$ cat config.mk
export PLATFORM = sky130hd
export DESIGN_NAME = irq_ctrl
export DESIGN_NICKNAME = d
export VERILOG_FILES = /design/src/rtl/irq_pkg.sv /design/src/rtl/irq_sync_edge.sv /design/src/rtl/irq_ctrl.sv
export SDC_FILE = /design/constraint.sdc
export NUM_CORES = 1
export LEC_CHECK = 0
export ABC_CLOCK_PERIOD_IN_PS = 2260
export BUFFER_PORTS_ARGS = -buffer_cell sky130_fd_sc_hd__buf_4
export CORE_AREA = 2 2 80 82
export CTS_CLUSTER_DIAMETER = 120
export DETAILED_ROUTE_END_ITERATION = 12
export DIE_AREA = 0 0 82 84
export GPL_ROUTABILITY_DRIVEN = 1
export GPL_TIMING_DRIVEN = 0
export PLACE_DENSITY = 0.49
export SETUP_SLACK_MARGIN = 0.1
export SYNTH_ARGS = -nofsm -noshare
export SYNTH_HDL_FRONTEND = slang
export SYNTH_SLANG_ARGS = --single-unit
$ cat constraint.sdc
create_clock -name clk -period 2.26 [get_ports clk]
set_input_delay 0.452 -clock clk [delete_from_list [all_inputs] [get_ports clk]]
set_output_delay 0.452 -clock clk [all_outputs]
set_load 0.005 [all_outputs]
$ cat src/rtl/irq_pkg.sv
// Shared types and helpers for the interrupt controller and the core's exception path.
// Holds the controller state encoding, the exception vector and the priority encoder.
package irq_pkg;

  localparam int          MAX_SRC    = 32;
  localparam logic [31:0] EXC_VECTOR = 32'h8000_0180;

  typedef enum logic [1:0] {
    IDLE     = 2'd0,
    FIRE     = 2'd1,
    WAIT_ACK = 2'd2
  } irq_state_t;

  // Returns the lowest set index; index 0 has the highest priority.
  // Result is 0 when nothing is set, so callers must qualify with |req.
  function automatic logic [4:0] prio_enc(input logic [MAX_SRC-1:0] req);
    logic [4:0] idx;
    idx = '0;
    for (int i = MAX_SRC - 1; i >= 0; i--) begin
      if (req[i]) idx = 5'(i);
    end
    return idx;
  endfunction

endpackage

$ cat src/rtl/irq_sync_edge.sv
// One interrupt line: two-flop synchroniser followed by a rising-edge detector.
// The edge-history flop resets low, so a line held high through reset reports one edge.
module irq_sync_edge (
  input  logic clk,
  input  logic rst_n,
  input  logic i_async,
  output logic o_rise
);

  logic r_s1;
  logic r_s2;
  logic r_prev;

  // NOTE: non-blocking assignments make every flop sample its pre-edge input,
  // which is what turns these three statements into a shift chain.
  always_ff @(posedge clk) begin
    if (!rst_n) begin
      r_s1   <= 1'b0;
      r_s2   <= 1'b0;
      r_prev <= 1'b0;
    end else begin
      r_s1   <= i_async;
      r_s2   <= r_s1;
      r_prev <= r_s2;
    end
  end

  assign o_rise = r_s2 & ~r_prev;

endmodule

$ cat src/rtl/irq_ctrl.sv
// Interrupt controller feeding the core's interrupt pin: sync, edge-latch, mask,
// fixed-priority arbitration and a pulse/ack handshake with the exception handler.
module irq_ctrl #(
  parameter int N_SRC = 8,
  parameter int ID_W  = 3
) (
  input  logic             clk,
  input  logic             rst_n,
  input  logic [N_SRC-1:0] irq_in,
  input  logic             global_en,
  input  logic             mask_we,
  input  logic [N_SRC-1:0] mask_wdata,
  input  logic             ack,
  output logic             interrupt,
  output logic [ID_W-1:0]  irq_id,
  output logic [N_SRC-1:0] pending,
  output logic             busy
);

  import irq_pkg::*;

  logic [N_SRC-1:0]   w_rise;
  logic [N_SRC-1:0]   w_eligible;
  logic [N_SRC-1:0]   w_clr;
  logic [MAX_SRC-1:0] w_req;
  logic [4:0]         w_win;
  logic               w_ack_done;

  irq_state_t         r_state;
  logic               r_interrupt;
  logic               r_busy;
  logic [ID_W-1:0]    r_irq_id;
  logic [N_SRC-1:0]   r_pending;
  logic [N_SRC-1:0]   r_mask;

  for (genvar g = 0; g < N_SRC; g++) begin : g_src
    irq_sync_edge u_sync_edge (
      .clk     (clk),
      .rst_n   (rst_n),
      .i_async (irq_in[g]),
      .o_rise  (w_rise[g])
    );
  end

  assign w_eligible = r_pending & r_mask;
  assign w_ack_done = (r_state == WAIT_ACK) && ack;

  always_comb begin
    w_req              = '0;
    w_req[N_SRC-1:0]   = w_eligible;
  end

  assign w_win = prio_enc(w_req);

  // NOTE: give every always_comb output a default before any conditional
  // assignment; otherwise synthesis infers a latch for the untouched paths.
  always_comb begin
    w_clr = '0;
    for (int i = 0; i < N_SRC; i++) begin
      w_clr[i] = w_ack_done && (r_irq_id == ID_W'(i));
    end
  end

  // A rise on the same edge as the ack-clear wins, so no edge is ever lost.
  always_ff @(posedge clk) begin
    if (!rst_n) begin
      r_pending <= '0;
      r_mask    <= '0;
    end else begin
      r_pending <= (r_pending & ~w_clr) | w_rise;
      if (mask_we) r_mask <= mask_wdata;
    end
  end

  // Once a request leaves IDLE it runs to the ack regardless of mask or global_en.
  always_ff @(posedge clk) begin
    if (!rst_n) begin
      r_state     <= IDLE;
      r_interrupt <= 1'b0;
      r_busy      <= 1'b0;
      r_irq_id    <= '0;
    end else begin
      r_interrupt <= 1'b0;
      case (r_state)
        IDLE: begin
          if (global_en && |w_eligible) begin
            r_irq_id    <= ID_W'(w_win);
            r_interrupt <= 1'b1;
            r_busy      <= 1'b1;
            r_state     <= FIRE;
          end
        end
        FIRE: begin
          r_state <= WAIT_ACK;
        end
        WAIT_ACK: begin
          if (ack) begin
            r_busy  <= 1'b0;
            r_state <= IDLE;
          end
        end
        default: begin
          r_busy  <= 1'b0;
          r_state <= IDLE;
        end
      endcase
    end
  end

  assign interrupt = r_interrupt;
  assign irq_id    = r_irq_id;
  assign pending   = r_pending;
  assign busy      = r_busy;

endmodule

==> qor.csv, run 1 <==
metric,value,unit
setup_viol,0,
p_clk_share,34.4,%
power_frac_seq,58.1,%
start_util,26.5,%
worst_slew_pin_slew,0.560,ns
die_w,82,um
crit_family,flip-flops,
slowest_stage,dfxtp_1,
clockRootBuffer,clkbuf_8,
drt_iter0_drc,59,
final_area,0.00204,mm^2
switching_share,24.2,%
async_flop_share,0,%
core,0.00610,mm^2
avgSynthCellArea,10.2,um^2
drive_gt1_share,21.3,%
cts_tree,built,
postPlaceCellArea,0.00195,mm^2
synth.most_common_cell,dfxtp_1,
max_slew_margin,62.7,%
drtAntennaViolNets,0,
fin_nets,217,
synthToLayoutAreaGrowth,26.3,%
total_power,1.53,mW
worst-path-buf-inv,1,
antenna_cells,0,
hp-class,input pin to flop,
crit_path_cell_trace,buf_4,
synth_area_leader_cell,dfxtp_1,
finalCriticalPeriod,1.40,ns
synth_commonest_cells,"dfxtp_1 (47), and2_1 (25), nor2_1 (13), nand2_1 (12)",
startpoint_type,flop,
synthFlopType,dfxtp_1,
vias,1137,
port-buffer-count,31,
crit_path_max_incr_delay,0.49,ns
ys.warnings.count,0,
finalCritPeriodShare,62.1,%
fp.dieH,84,um
die_area,0.00689,mm^2
antenna_found_initial,0,
dpl.hpwl,2320,um
finalHoldViolCount,0,
syn_inst,158,
grt.total_usage,9.64,%
wl_per_cell,11.3,um
p_sw,370,uW
via_per_inst,4.15,
power_leakage,0.842,nW
ys_seq_elements,47,
clkLatencyLatePin,0.30,ns
synthDistinctLibCells,26,
drc,0,
peakVddDrop,0.331,mV
synth_nets,179,
rsz0062_at_grt,no,
whs,0.353,ns
p_comb_share,7.6,%
grt_pass1_wl,5030,um
place_congestion,0.756,
clock_sinks,47,
rows,29,
synthesis.area,0.00162,mm^2
maxCapViolations,0,
final.setup.tns,0,ns
slew_violations,0,
crit_arrival,0.95,ns
fmax,0.713,GHz
cts_hold_buf,0,
status,completed,
yosysTopAreaCellShare,58.2,%
finalClockSkew,0.00626,ns
cp-end-kind,output port,
required,1.81,ns
ioPinCount,34,
grt_pass1_vias,1088,
crit_type,flop to output port,
power.internal,1.16,mW
grt_max_degree,18,
cts_resized,0,
clk_pin_slew,0.09,ns
synth_area_leaders,"dfxtp_1 (58%), and2_1 (9.7%), mux2i_1 (5.6%)",
crit_fanout,7,
powerDensity,750,mW/mm^2
post-cts-setup-buffers,0,
routed_wirelength,3100,um
yosysSeqAreaShare,58.2,%
clockBufferDepth,2,
htree_levels,2,
firstDrtPassIters,4,
grt_overflow_total,0,
synth_enable_flop_cells,0,
cts_made_buffers,5,
## cells by family (layout without fill, tap and decap cells)
group	after synthesis	in the layout	synth area share (%)
AOI/OAI and AO/OA	31	31	12.5
buffers and inverters	7	46	1.62
DFF	47	47	58.2
muxes	9	9	5.57
and+or+nand+nor	64	64	22.1
## stage by stage
| step | instances | setup WS, ns | utilization, % |
|---|---|---|---|
| finish | 274 | 0.857 | 33.5 |
| global route | 274 | 0.808 | 33.5 |
| CTS | 274 | 0.839 | 33.5 |
| detailed placement | 266 | 0.779 | 31.9 |
| global placement | 266 | 0.750 | 31.9 |
| floorplan | 158 | 0.999 | - |
## area by class of cell
type                            count  area (um^2)
Tap cell                           77         96.3
Multi-Input combinational cell    104          651
Inverter                            1         3.75
Sequential cell                    47          941
Fill cell                         649         4050
Clock buffer                        5         68.8
Buffer                              6         22.5
Timing Repair Buffer               31          233
Clock inverter                      3         27.5
## power groups by stage
stage	registers (mW)	logic (mW)	clock network [mW]
global route	0.895	0.132	0.582
floorplan	0.902	0.0635	0
global placement	0.908	0.118	0
finish	0.889	0.116	0.526
CTS	0.889	0.119	0.551
detailed placement	0.909	0.118	0
## state kept, by name, summed over array words and instances (netlist names)
signal	cells
r_state	2
g_src.u_sync_edge.r_s2	8
r_mask	8
pending	8
g_src.u_sync_edge.r_prev	8
interrupt	1
g_src.u_sync_edge.r_s1	8
busy	1
irq_id	3
## final timing paths
kind | to | start | slack [ns] | cells past startpoint
worst min register to register | g_src[4].u_sync_edge.r_s2 | g_src[4].u_sync_edge.r_s1 | 0.44 | 1
worst max register to register | irq_id[0] | pending[4] | 0.93 | 4
worst min-delay path | g_src[3].u_sync_edge.r_s1 | irq_in[3] | 0.35 | 2
worst max-delay path | irq_id[1] | irq_id[1] | 0.86 | 1
## cells in the final DEF, fill, tap and decap left out, drive strengths merged
master / netlist / layout
dfxtp: 47 / 47
buf: 0 / 31
and2: 25 / 25
nor2: 13 / 13
nand2: 12 / 12
clkbuf: 6 / 11
nand2b: 10 / 10
a21oi: 10 / 10
mux2i: 9 / 9
o21ai: 8 / 8
inv: 1 / 3
a22oi: 2 / 2
o31ai: 2 / 2
a22o: 1 / 1
nand3b: 1 / 1
a32oi: 1 / 1
nand3: 1 / 1
o211ai: 1 / 1
o2111a: 1 / 1
a32o: 1 / 1
nand4bb: 1 / 1
nand4b: 1 / 1
a31oi: 1 / 1
a21boi: 1 / 1
o221a: 1 / 1
a211oi: 1 / 1
clkinvlp: 0 / 1
## layer usage
metal  GRT usage [%]  up-vias  part of all wire [%]
met3            3.57        5                   7.7
met4            3.94        0                   1.2
met2            14.3       32                    43
met1            12.5      489                    48
met5               0        -                     0
li1                -      611                     -
(Power assumes the default switching activity.)
==> inputs of run 2 (changes only) <==
--- a/config.mk
+++ b/config.mk
@@ -5,15 +5,16 @@
 export SDC_FILE = /design/constraint.sdc
 export NUM_CORES = 1
 export LEC_CHECK = 0
-export ABC_CLOCK_PERIOD_IN_PS = 2260
+export ABC_AREA = 1
+export ABC_CLOCK_PERIOD_IN_PS = 1150
 export BUFFER_PORTS_ARGS = -buffer_cell sky130_fd_sc_hd__buf_4
-export CORE_AREA = 2 2 80 82
+export CORE_AREA = 2 2 81 83
 export CTS_CLUSTER_DIAMETER = 120
 export DETAILED_ROUTE_END_ITERATION = 12
-export DIE_AREA = 0 0 82 84
+export DIE_AREA = 0 0 83 85
 export GPL_ROUTABILITY_DRIVEN = 1
 export GPL_TIMING_DRIVEN = 0
-export PLACE_DENSITY = 0.49
+export PLACE_DENSITY = 0.51
 export SETUP_SLACK_MARGIN = 0.1
 export SYNTH_ARGS = -nofsm -noshare
 export SYNTH_HDL_FRONTEND = slang
==> constraint.sdc (replaced) <==
create_clock -name clk -period 1.15 [get_ports clk]
set_input_delay 0.23 -clock clk [delete_from_list [all_inputs] [get_ports clk]]
set_output_delay 0.23 -clock clk [all_outputs]
set_load 0.005 [all_outputs]
==> run 2 against run 1 <==
Largest cell class unchanged. Clock power grew 140%. Sequential power is 99% higher. Die area rose by 2.4%. Critical path depth increased by 7.
==> qor.csv, run 2 <==
metric,value,unit,change
synth_area_leader_cell,dfxtp_1,,unchanged
worst_slew_pin_slew,0.204,ns,was 0.560 ns
crit_fanout,4,,was 7
wl_per_cell,10.5,um,was 11.3 um
synth.most_common_cell,dfxtp_1,,unchanged
whs,0.102,ns,was 0.353 ns
firstDrtPassIters,4,,unchanged
max_slew_margin,86.2,%,was 62.7%
htree_levels,2,,unchanged
routed_wirelength,3370,um,was 3100 um
place_congestion,0.772,,was 0.756
drc,0,,unchanged
required,1.39,ns,was 1.81 ns
power_leakage,1.18,nW,was 0.842 nW
rsz0062_at_grt,yes,,was no
async_flop_share,0,%,unchanged
vias,1277,,was 1137
fmax,0.931,GHz,
synth_enable_flop_cells,0,,unchanged
grt_max_degree,15,,was 18
drt_iter0_drc,62,,was 59
clk_pin_slew,0.09,ns,about the same
port-buffer-count,32,,was 31
avgSynthCellArea,8.40,um^2,was 10.2 um^2
slew_violations,0,,unchanged
worst-path-buf-inv,1,,unchanged
crit_family,simple AND/OR/NAND/NOR gates,,was flip-flops
finalCritPeriodShare,93.4,%,
setup_viol,0,,unchanged
ys.warnings.count,0,,unchanged
ys_seq_elements,47,,unchanged
hp-class,input pin to flop,,unchanged
start_util,27.2,%,was 26.5%
synth_nets,222,,was 179
finalCriticalPeriod,1.07,ns,
peakVddDrop,0.632,mV,was 0.331 mV
mostFrequentLayoutCells,"buf_4 (36), nand2_1 (34), dfxtp_1 (31), inv_1 (29), nor2_1 (17)",,"was dfxtp_1 (47), buf_4 (31), and2_1 (25), nor2_1 (13), nand2_1 (12)"
synthToLayoutAreaGrowth,34.0,%,was 26.3%
cp-end-kind,flop,,was output port
cts_made_buffers,5,,unchanged
finalClockSkew,0.00869,ns,was 0.00626 ns
rows,29,,unchanged
finalHoldViolCount,0,,unchanged
core,0.00620,mm^2,was 0.00610 mm^2
grt_pass1_wl,5510,um,was 5030 um
grt.total_usage,10.0,%,was 9.64%
synth_area_leaders,"dfxtp_1 (56%), nand2_1 (9.8%), inv_1 (7.1%)",,"was dfxtp_1 (58%), and2_1 (9.7%), mux2i_1 (5.6%)"
clockBufferDepth,2,,unchanged
crit_arrival,1.32,ns,was 0.95 ns
dpl_worst_slack,-0.0104,ns,was 0.779 ns
dpl.hpwl,2380,um,was 2320 um
fin_ws,0.0756,ns,was 0.857 ns
startpoint_type,flop,,unchanged
ioPinCount,34,,unchanged
clkLatencyLatePin,0.30,ns,about the same
yosysTopAreaCellShare,55.7,%,was 58.2%
status,completed,,unchanged
cts_tree,built,,unchanged
crit_path_max_incr_delay,0.38,ns,was 0.49 ns
die_area,0.00706,mm^2,was 0.00689 mm^2
drive_gt1_share,39.2,%,was 21.3%
via_per_inst,3.97,,was 4.15
total_power,3.34,mW,was 1.53 mW
powerDensity,1480,mW/mm^2,was 750 mW/mm^2
grt_pass1_vias,1204,,was 1088
clockRootBuffer,clkbuf_8,,unchanged
antenna_cells,0,,unchanged
antenna_found_initial,0,,unchanged
synthFlopType,dfxtp_1,,unchanged
syn_inst,201,,was 158
maxCapViolations,0,,unchanged
clock_sinks,47,,unchanged
grt_overflow_total,0,,unchanged
crit_path_frequent_cell,nand2_4,,
fp.dieH,85,um,was 84 um
yosysSeqAreaShare,55.7,%,was 58.2%
drtAntennaViolNets,0,,unchanged
synthDistinctLibCells,20,,was 26
synth_commonest_cells,"dfxtp_1 (47), nand2_1 (44), inv_1 (32), nor2_1 (17), o21ai_0 (16)",,"was dfxtp_1 (47), and2_1 (25), nor2_1 (13), nand2_1 (12)"
postPlaceCellArea,0.00202,mm^2,was 0.00195 mm^2
crit_path_cell_trace,nand2_4 > nand2_4 > inv_4 > nand2_4 > nor2_4 > nor2_4 > nand2_4 > o21ai_2,,was buf_4
final_area,0.00226,mm^2,was 0.00204 mm^2
synthesis.area,0.00169,mm^2,was 0.00162 mm^2
crit_type,flop to flop,,was flop to output port
slowest_stage,dfxtp_4,,was dfxtp_1
die_w,83,um,was 82 um
fin_nets,265,,was 217
layout.cells.most_common,buf_4,,was dfxtp_1
[run 2: cell types whose count changed in the layout (fill, tap and decap cells not counted), moves of 9 or more]
cell      delta
nand2_1     +22
dfxtp_1     -16
nand2_2     +11
nand3_1     +10
dfxtp_2     +10
and2_1      -25
a21oi_1      -9
nand2b_1    -10
mux2i_1      -9
inv_1       +28
[run 2: path summary, 6_finish.rpt]
path	start	end	slack [ns]	depth (start not counted)
setup / recovery	pending[2]	irq_id[2]	0.08	8
hold / removal	irq_in[3]	g_src[3].u_sync_edge.r_s1	0.10	3
setup reg to reg	pending[2]	irq_id[2]	0.08	8
hold reg to reg	g_src[6].u_sync_edge.r_prev	pending[6]	0.39	1
[run 2: logic make-up after synthesis]
| logic type | count (synthesis) | synth area share, % |
|---|---|---|
| AND/OR/NAND/NOR | 92 | 26.6 |
| flip-flops | 47 | 55.7 |
| buffers and inverters | 39 | 9.34 |
| AO/OA/AOI/OAI | 23 | 8.30 |
[run 2: layout make-up]
class                   count  area [um^2]
plain buffers               5         30.0
clock buffers               6         82.6
clock inverters             2         35.0
fillers                   664         3940
inverters                  34          130
multi-input cells         115          634
flip-flops and latches     47          976
well taps                  77         96.3
repair buffers             36          278
[run 2: tightest hold or removal path, delay by kind of cell]
| kind | cells | cell delay (ns) |
|---|---|---|
| buffers and inverters | 2 | 0.11 |
| and+or+nand+nor | 1 | 0.04 |
[run 2: routing by layer]
layer  track usage, %  up-vias  wire length, um
met5                0        -                0
met1             12.1      538             1560
met2             16.0       26             1550
met4             4.02        0               63
met3             4.09        6              201
li1                 -      707                -
[run 2: per-stage QoR]
stage	cells	TNS [ns]	utilization [%]
after floorplan	201	0	-
after global placement	310	-0.00635	32.6
after detailed placement	310	-0.0104	32.6
after CTS	320	0	35.4
after global routing	322	0	36.5
final	322	0	36.5
[run 2: report_power, final]
group,internal [mW],total (mW),switching (mW),leakage (nW)
clock,0.704,1.25,0.549,0.0612
combinational,0.161,0.321,0.159,0.721
sequential,1.71,1.77,0.0569,0.395
[run 2: timing repair]
action / CTS / global route
buffers inserted: 2 / 2
endpoints found under the setup margin: 20 / 20
hold buffers: 0 / 0
pin swaps: 11 / 23
endpoints found under the hold margin: 0 / 0
resized for setup: 21 / 27
==> inputs of run 3 (changes only) <==
--- a/config.mk
+++ b/config.mk
@@ -14,6 +14,7 @@
 export DIE_AREA = 0 0 83 85
 export GPL_ROUTABILITY_DRIVEN = 1
 export GPL_TIMING_DRIVEN = 0
+export MAX_ROUTING_LAYER = met4
 export PLACE_DENSITY = 0.51
 export SETUP_SLACK_MARGIN = 0.1
 export SYNTH_ARGS = -nofsm -noshare
==> constraint.sdc (replaced) <==
create_clock -name clk -period 1.15 [get_ports clk]
set_input_delay 0.0575 -clock clk [delete_from_list [all_inputs] [get_ports clk]]
set_output_delay 0.0575 -clock clk [all_outputs]
set_load 0.005 [all_outputs]
==> run 3 against run 2 <==
Final cell count grew 5.9%. First-iteration DRC count grew 13%. Flip-flop and latch count is the same. Clock power is essentially flat. Via count grew 7.3%. Core utilization grew 2.6 points. Sequential share of layout area shrank 3.2 points.
==> qor.csv, run 3 (synthesis results as in run 2) <==
metric,value,unit,change
fp.dieH,85,um,unchanged
drtAntennaViolNets,0,,unchanged
htree_levels,2,,unchanged
firstDrtPassIters,4,,unchanged
dpl.hpwl,2380,um,unchanged
clockRootBuffer,clkbuf_8,,unchanged
antenna_cells,0,,unchanged
start_util,27.2,%,unchanged
grt_pass1_wl,5890,um,was 5510 um
rsz0062_at_grt,yes,,unchanged
finalCriticalPeriod,1.05,ns,was 1.07 ns
final_core_util,39.1,%,was 36.5%
grt_max_degree,15,,unchanged
core,0.00620,mm^2,unchanged
hp-class,input pin to flop,,unchanged
clockBufferDepth,2,,unchanged
total_power,3.39,mW,was 3.34 mW
postPlaceCellArea,0.00202,mm^2,unchanged
powerDensity,1400,mW/mm^2,was 1480 mW/mm^2
max_slew_margin,84.6,%,was 86.2%
maxCapViolations,0,,unchanged
status,completed,,unchanged
layout.cells.most_common,buf_4,,unchanged
die_w,83,um,unchanged
finalHoldViolCount,0,,unchanged
fillers,652,,was 664
worst_slew_pin_slew,0.231,ns,was 0.204 ns
rows,29,,unchanged
grt.total_usage,11.0,%,was 10.0%
placedCellCount,310,,unchanged
mostFrequentLayoutCells,"buf_4 (41), nand2_1 (35), dfxtp_1 (32), inv_1 (30), nor2_1 (17)",,"was buf_4 (36), nand2_1 (34), dfxtp_1 (31), inv_1 (29), nor2_1 (17)"
vias,1370,,was 1277
die_area,0.00706,mm^2,unchanged
drive_gt1_share,36.4,%,was 39.2%
peakVddDrop,0.631,mV,was 0.632 mV
required,1.35,ns,was 1.39 ns
crit_fanout,3,,was 4
clkLatencyLatePin,0.30,ns,about the same
via_per_inst,4.02,,was 3.97
final_area,0.00242,mm^2,was 0.00226 mm^2
cts_made_buffers,5,,unchanged
clock_sinks,47,,unchanged
crit_arrival,1.25,ns,was 1.32 ns
cts_tree,built,,unchanged
clk_pin_slew,0.09,ns,about the same
drc,0,,unchanged
antenna_found_initial,0,,unchanged
finalCritPeriodShare,91.3,%,was 93.4%
drt_iter0_drc,70,,was 62
crit_type,flop to flop,,unchanged
fin_nets,284,,was 265
place_congestion,0.782,,was 0.772
slew_violations,0,,unchanged
fmax,0.953,GHz,was 0.931 GHz
setup_viol,0,,unchanged
synthToLayoutAreaGrowth,43.6,%,was 34.0%
port-buffer-count,32,,unchanged
power_leakage,1.27,nW,was 1.18 nW
ioPinCount,34,,unchanged
grt_pass1_vias,1293,,was 1204
final.setup.tns,0,ns,unchanged
instances_no_fill,341,,was 322
startpoint_type,flop,,unchanged
grt_overflow_total,0,,unchanged
finalClockSkew,0.00787,ns,was 0.00869 ns
wl_per_cell,10.4,um,was 10.5 um
routed_wirelength,3540,um,was 3370 um
cp-end-kind,flop,,unchanged
==> run 3: cell count changes in the layout (fill, tap and decap cells not counted), moves of 2 or more <==
cell,delta
buf_6,-2
o21ai_1,-2
dlygate4sd3_1,+16
dfxtp_4,-3
o21ai_0,+2
dfxtp_2,+2
buf_4,+5
==> run 3: metrics by stage <==
step	worst slack, ns	hold WS, ns
after floorplan	0.100	0.155
after global placement	-0.00635	0.242
after detailed placement	-0.0104	0.241
after CTS	0.0694	0.0534
after global routing	0.0210	0.0678
final	0.100	0.0599
==> run 3: timing repair <==
action | CTS | global route
cloned | 0 | 0
endpoints found under the setup margin | 12 | 14
pin swaps | 13 | 14
hold endpoints to repair | 16 | 0
buffers inserted | 7 | 0
hold buffers | 16 | 0
resized for setup | 23 | 14
==> run 3: worst paths after layout <==
| path | startpoint | endpoint | slack (ns) | depth (start not counted) |
|---|---|---|---|---|
| hold / removal | ack | r_state[1] | 0.06 | 4 |
| setup reg to reg | r_mask[2] | irq_id[1] | 0.10 | 9 |
| hold reg to reg | g_src[7].u_sync_edge.r_prev | pending[7] | 0.39 | 1 |
| setup / recovery | r_mask[2] | irq_id[1] | 0.10 | 9 |
==> run 3: layer usage <==
| metal | track usage, % | routed length, um | part of all wire, % | vias up |
|---|---|---|---|---|
| met2 | 17.4 | 1640 | 46 | 26 |
| met4 | 4.02 | 63 | 1.8 | 0 |
| met1 | 12.9 | 1670 | 47 | 598 |
| met3 | 3.99 | 174 | 4.9 | 6 |
| li1 | - | - | - | 740 |
| met5 | - | 0 | 0 | - |
==> run 3: cell type report <==
type | count | area, um^2 | share of cell area (%)
plain buffers | 5 | 30.0 | 1.24
flip-flops and latches | 47 | 967 | 39.9
inverters | 34 | 128 | 5.27
clock buffers | 6 | 82.6 | 3.41
well taps | 77 | 96.3 | 3.98
clock inverters | 2 | 35.0 | 1.45
multi-input cells | 115 | 632 | 26.1
repair buffers | 55 | 453 | 18.7
==> run 3: where the power goes <==
part           switching (mW)  leakage [nW]  total (mW)  internal (mW)
combinational           0.171         0.815       0.371          0.200
sequential             0.0553         0.393        1.77           1.71
clock                   0.548        0.0612        1.25          0.704
total                   0.774          1.27        3.39           2.62
==> run 3: worst max-delay path: stages (launching register included) <==
cell,delay (ns)
dfxtp_1,0.35
nand2_2,0.07
nand2_2,0.07
inv_2,0.05
nand2_4,0.07
nor2_4,0.04
nor2_4,0.14
nand2_2,0.06
nand2_2,0.06
a21oi_2,0.03
